$ cat config.mk
export PLATFORM = sky130hd
export DESIGN_NAME = shift_seq_ctrl
export DESIGN_NICKNAME = d
export VERILOG_FILES = /design/src/rtl/shift_pkg.sv /design/src/rtl/shift_piso_core.sv /design/src/rtl/shift_seq_ctrl.sv
export SDC_FILE = /design/constraint.sdc
export NUM_CORES = 1
export LEC_CHECK = 0
export BUFFER_PORTS_ARGS = -buffer_cell sky130_fd_sc_hd__buf_4
export CAP_MARGIN = 10
export CORE_AREA = 3 3 40 42
export DETAILED_ROUTE_END_ITERATION = 8
export DIE_AREA = 0 0 43 45
export SYNTH_ARGS = -nofsm -noshare
export SYNTH_HDL_FRONTEND = slang
export SYNTH_HIERARCHICAL = 1
export SYNTH_SLANG_ARGS = --single-unit
$ cat constraint.sdc
create_clock -name clk -period 3.3 [get_ports clk]
set_input_delay 0.165 -clock clk [delete_from_list [all_inputs] [get_ports clk]]
set_output_delay 0.165 -clock clk [all_outputs]
set_load 0.02 [all_outputs]
$ cat src/rtl/shift_pkg.sv
// Shared types and constants for the serial shift-chain controller and its datapath.
package shift_pkg;

  localparam int DEFAULT_WIDTH = 4;

  typedef enum logic [1:0] {
    ST_IDLE,
    ST_SHIFT,
    ST_GAP
  } state_e;

  // Width of a counter that must hold every value from 0 to n inclusive.
  function automatic int cnt_width(input int n);
    return $clog2(n + 1);
  endfunction

endpackage

$ cat src/rtl/shift_piso_core.sv
// Loadable parallel-in/serial-out register. bit_out is the bit that leaves on this edge,
// taken from din when loading so the first bit can go out in the same cycle as the load.
module shift_piso_core
  import shift_pkg::*;
#(
  parameter int WIDTH     = DEFAULT_WIDTH,
  parameter bit LSB_FIRST = 1'b1
) (
  input  logic             clk,
  input  logic             rst,
  input  logic             load,
  input  logic             shift,
  input  logic [WIDTH-1:0] din,
  output logic             bit_out
);

  logic [WIDTH-1:0] sreg_q, sreg_d, src;

  always_comb begin
    src = load ? din : sreg_q;
    if (shift) begin
      sreg_d = LSB_FIRST ? {1'b0, src[WIDTH-1:1]} : {src[WIDTH-2:0], 1'b0};
    end else begin
      sreg_d = src;
    end
  end

  assign bit_out = LSB_FIRST ? src[0] : src[WIDTH-1];

  // NOTE: sequential state is written with <= so every flop samples pre-edge values.
  always_ff @(posedge clk or posedge rst) begin
    if (rst) sreg_q <= '0;
    else     sreg_q <= sreg_d;
  end

endmodule

$ cat src/rtl/shift_seq_ctrl.sv
// Valid/ready word accept -> registered serial sdo/sdo_en stream with hold, gap and done pulse.
// Define SHIFT_SEQ_PARITY_EN to append an even-parity bit to every frame.
module shift_seq_ctrl
  import shift_pkg::*;
#(
  parameter int WIDTH      = DEFAULT_WIDTH,
  parameter int GAP_CYCLES = 0,
  parameter bit LSB_FIRST  = 1'b1
) (
  input  logic             clk,
  input  logic             rst,
  input  logic             in_valid,
  input  logic [WIDTH-1:0] in_data,
  output logic             in_ready,
  input  logic             hold,
  output logic             sdo,
  output logic             sdo_en,
  output logic             busy,
  output logic             done
);

`ifdef SHIFT_SEQ_PARITY_EN
  localparam int FRAME = WIDTH + 1;
`else
  localparam int FRAME = WIDTH;
`endif
  localparam int              CW       = cnt_width(FRAME);
  localparam logic [CW-1:0]   CNT_LAST = CW'(FRAME);
  localparam logic [3:0]      GAP_LAST = 4'((GAP_CYCLES > 0) ? GAP_CYCLES - 1 : 0);

  state_e        state_q, state_d;
  logic [CW-1:0] cnt_q, cnt_d;     // bits already driven onto sdo for this word
  logic [3:0]    gap_q, gap_d;
  logic          sdo_q, sdo_d;
  logic          sdo_en_q, sdo_en_d;
  logic          done_q, done_d;
  logic          load, shift, core_bit, emit_bit;
`ifdef SHIFT_SEQ_PARITY_EN
  logic          par_q, par_d;
`endif

  shift_piso_core #(
    .WIDTH    (WIDTH),
    .LSB_FIRST(LSB_FIRST)
  ) u_core (
    .clk    (clk),
    .rst    (rst),
    .load   (load),
    .shift  (shift),
    .din    (in_data),
    .bit_out(core_bit)
  );

  // NOTE: every always_comb output gets a default first so no path can infer a latch.
  always_comb begin
    state_d  = state_q;
    cnt_d    = cnt_q;
    gap_d    = gap_q;
    sdo_d    = 1'b0;
    sdo_en_d = 1'b0;
    done_d   = 1'b0;
    load     = 1'b0;
    shift    = 1'b0;
    emit_bit = core_bit;
`ifdef SHIFT_SEQ_PARITY_EN
    par_d    = par_q;
    if (cnt_q == CW'(WIDTH)) emit_bit = par_q;
`endif

    unique case (state_q)
      ST_IDLE: begin
        if (in_valid) begin
          load    = 1'b1;
          state_d = ST_SHIFT;
          cnt_d   = '0;
`ifdef SHIFT_SEQ_PARITY_EN
          par_d   = ^in_data;
`endif
          if (!hold) begin
            shift    = 1'b1;
            sdo_d    = core_bit;
            sdo_en_d = 1'b1;
            cnt_d    = CW'(1);
          end
        end
      end
      ST_SHIFT: begin
        if (cnt_q == CNT_LAST) begin
          done_d = 1'b1;
          cnt_d  = '0;
          gap_d  = '0;
          state_d = (GAP_CYCLES > 0) ? ST_GAP : ST_IDLE;
        end else if (hold) begin
          sdo_d = sdo_q;
        end else begin
          shift    = 1'b1;
          sdo_d    = emit_bit;
          sdo_en_d = 1'b1;
          cnt_d    = cnt_q + CW'(1);
        end
      end
      ST_GAP: begin
        if (gap_q == GAP_LAST) state_d = ST_IDLE;
        else                   gap_d   = gap_q + 4'd1;
      end
      default: state_d = ST_IDLE;
    endcase
  end

  always_ff @(posedge clk or posedge rst) begin
    if (rst) begin
      state_q  <= ST_IDLE;
      cnt_q    <= '0;
      gap_q    <= '0;
      sdo_q    <= 1'b0;
      sdo_en_q <= 1'b0;
      done_q   <= 1'b0;
    end else begin
      state_q  <= state_d;
      cnt_q    <= cnt_d;
      gap_q    <= gap_d;
      sdo_q    <= sdo_d;
      sdo_en_q <= sdo_en_d;
      done_q   <= done_d;
    end
  end

`ifdef SHIFT_SEQ_PARITY_EN
  always_ff @(posedge clk or posedge rst) begin
    if (rst) par_q <= 1'b0;
    else     par_q <= par_d;
  end
`endif

  assign in_ready = (state_q == ST_IDLE);
  assign busy     = (state_q != ST_IDLE);
  assign sdo      = sdo_q;
  assign sdo_en   = sdo_en_q;
  assign done     = done_q;

endmodule

==> metrics.txt <==
# port buffers=12; number of global-route vias before repair=394; Crit Path Class=flop to flop; area share of the largest cell type after synthesis=50.0%; Die H=45 um; CTS tree=built; row cnt=13; layout cell share with drive strength beyond 1=36.7%; FMAX=522 MHz; PwrDens=805 mW/mm^2; R2R cell count=5; placer congestion estimate=0.678; post-route antenna net violation count=0; Hold Crit Class=primary input to flop; max-slew violations=0; first-pass GRT wire length=1.75 mm; number of H-tree branching levels=1; Crit path required time=3.44 ns; crit-path max FO=5; Final Util=53.3%; fin crit period=1.92 ns; Yosys reg bits=11; worst r2r src=cnt_q[0]; 1st-iter DRT viols=1; Max-Cap Viols=0; worst path cell trace=inv_1, ha_1, and3_4, nor3_1, mux4_2; cell at the root of the clock tree=clkbuf_4; total CTS buffers=3; CP Capture Type=flop; hold path endpoint=cnt_q[0]; Setup crit start kind=flop; Worst Path Buf+Inv=1; largest net degree at the start of global routing=9; total power=0.000551 W; Post-CTS Setup Repair Bufs=0; P&R area growth vs syn=24.3%; Worst Max-Slew Pin Slew=0.647 ns; Worst slew margin=56.6%; mapped cell area=551 sq um; latest clock arrival within the worst-skew pair=0.27 ns; wirelength, routed=1.01 mm; fin crit share=58.1%; area of the core=0.00128 sq mm; VDD IR max=0.497 mV; sequential share of the synthesized area=50.0%; WL/cell=13.5 um; leakage power=0.348 nW; CP max stage cell=nor3_1; Post-Synthesis Cells=44; Via density=4.97; Num Clock Sinks=11; status=complete, no violations; final hold vios=0; synth unique cells=22; GRT Util Overall=12.7%; Max stage delay on crit path=0.50 ns; Top Family by Delay on Critical Path=simple AND/OR/NAND/NOR gates; Die W=43 um; Top Ports=13; Ys Warns=6; ant diodes=0; largest cells by area after synthesis=dfrtp_1 50%, mux4_2 12%, inv_1 4.8%, ha_1 4.5%, a21boi_4 3.4%; hold wc startpoint=hold; arrival time worst endpoint=2.05 ns; Clock Path Buffers=2; Setup TNS Final=0 ns; final setup fails=0; syn nets=54; Worst Skew=0.00247 ns; Reg2Reg Setup Slack=1.38 ns; Clk pin slew, worst setup/hold paths=0.07 ns; global route overflow=0; reg2reg end=u_core/sreg_q[1]; Via Count=373; Syn Area/Cell=12.5 sq um; initial core utilization=42.8%; cell taking the most area after synthesis=dfrtp_1; drt drc=0; WHS Path Cells=2; Post-layout nets=71; dpl hpwl=795 um; drt first pass iters=2; initial antenna violation count=0; Die ar.=0.00194 sq mm; RSZ-0062 raised after global routing=no
-- metal layers --
layer,up-vias,share of wire [%],track usage (%)
li1,186,-,-
met3,2,7.6,7.97
met2,10,46,19.2
met1,175,46,15.9
met4,0,0.40,1.81
met5,-,0,0
-- cells by family (layout without fill, tap and decap cells) --
family	Yosys count	in the layout	synth area share [%]
compound gates	8	8	11.4
fa+ha+maj	2	2	4.54
buf+inv	8	24	6.82
flops	11	11	50.0
mux	5	5	16.1
simple gates	10	10	11.1
-- through the flow --
step | hold WS, ns | setup WS [ns] | instances | cell area, sq um
3_3_place_gp | 0.0753 | 1.49 | 70 | 648
3_5_place_dp | 0.0840 | 1.37 | 70 | 648
2_1_floorplan | -0.0689 | 1.63 | 44 | 551
4_1_cts | 0.121 | 1.35 | 75 | 684
5_1_grt | 0.128 | 1.25 | 75 | 684
6_report | 0.136 | 1.38 | 75 | 684
-- worst max-delay path by stage --
stage                         from                to  cells after the start
after global routing      cnt_q[0]  u_core/sreg_q[1]                      5
after detailed placement  cnt_q[0]  u_core/sreg_q[1]                      5
after CTS                 cnt_q[0]  u_core/sreg_q[1]                      5
after floorplan           cnt_q[0]  u_core/sreg_q[0]                      5
final                     cnt_q[0]  u_core/sreg_q[1]                      5
after global placement    cnt_q[0]  u_core/sreg_q[1]                      5
-- synth_stat cells --
master	number
inv_1	7
and3_4	1
nand2_1	1
nand3b_1	1
mux2_2	1
nor2b_1	1
a32o_1	1
nor2_2	1
o22ai_1	2
a31oi_1	1
nand2b_1	1
buf_6	1
nor3_1	1
mux2i_1	1
nor2_1	2
ha_1	2
a21boi_4	1
and2b_1	1
dfrtp_1	11
mux4_2	3
o21ai_1	1
a21oi_1	2
-- state kept, by name, summed over array words and instances, names as in the netlist --
signal and count:
cnt_q 3, done 1, sdo 1, sdo_en 1
state_q 1, u_core/sreg_q 4
-- power by group --
part	internal (W)	total (W)	leakage (nW)	switching, W
registers	0.000181	0.000214	0.141	0.0000331
clock network	0.0000467	0.0000920	0.0150	0.0000452
logic	0.000125	0.000245	0.192	0.000120
total	0.000353	0.000551	0.348	0.000198
-- what timing repair did --
item	CTS	global route
gates resized for setup	0	0
hold endpoints to repair	11	0
hold buffers	1	0
-- layout by cell type, fill, tap and decap left out, drive strengths merged, types with 2 or more instances in the layout --
cell,count
buf,12
dfrtp,11
inv,7
clkbuf,4
mux4,3
nor2,3
a21oi,2
o22ai,2
ha,2
-- layout make-up --
class / instances / area [sq um]
tap: 15 / 18.8
inverter: 7 / 26.3
fill: 115 / 601
clock buffer: 4 / 26.3
multi-input combinational: 25 / 238
timing repair buffer: 13 / 100
sequential: 11 / 275
(Power assumes the default switching activity.)
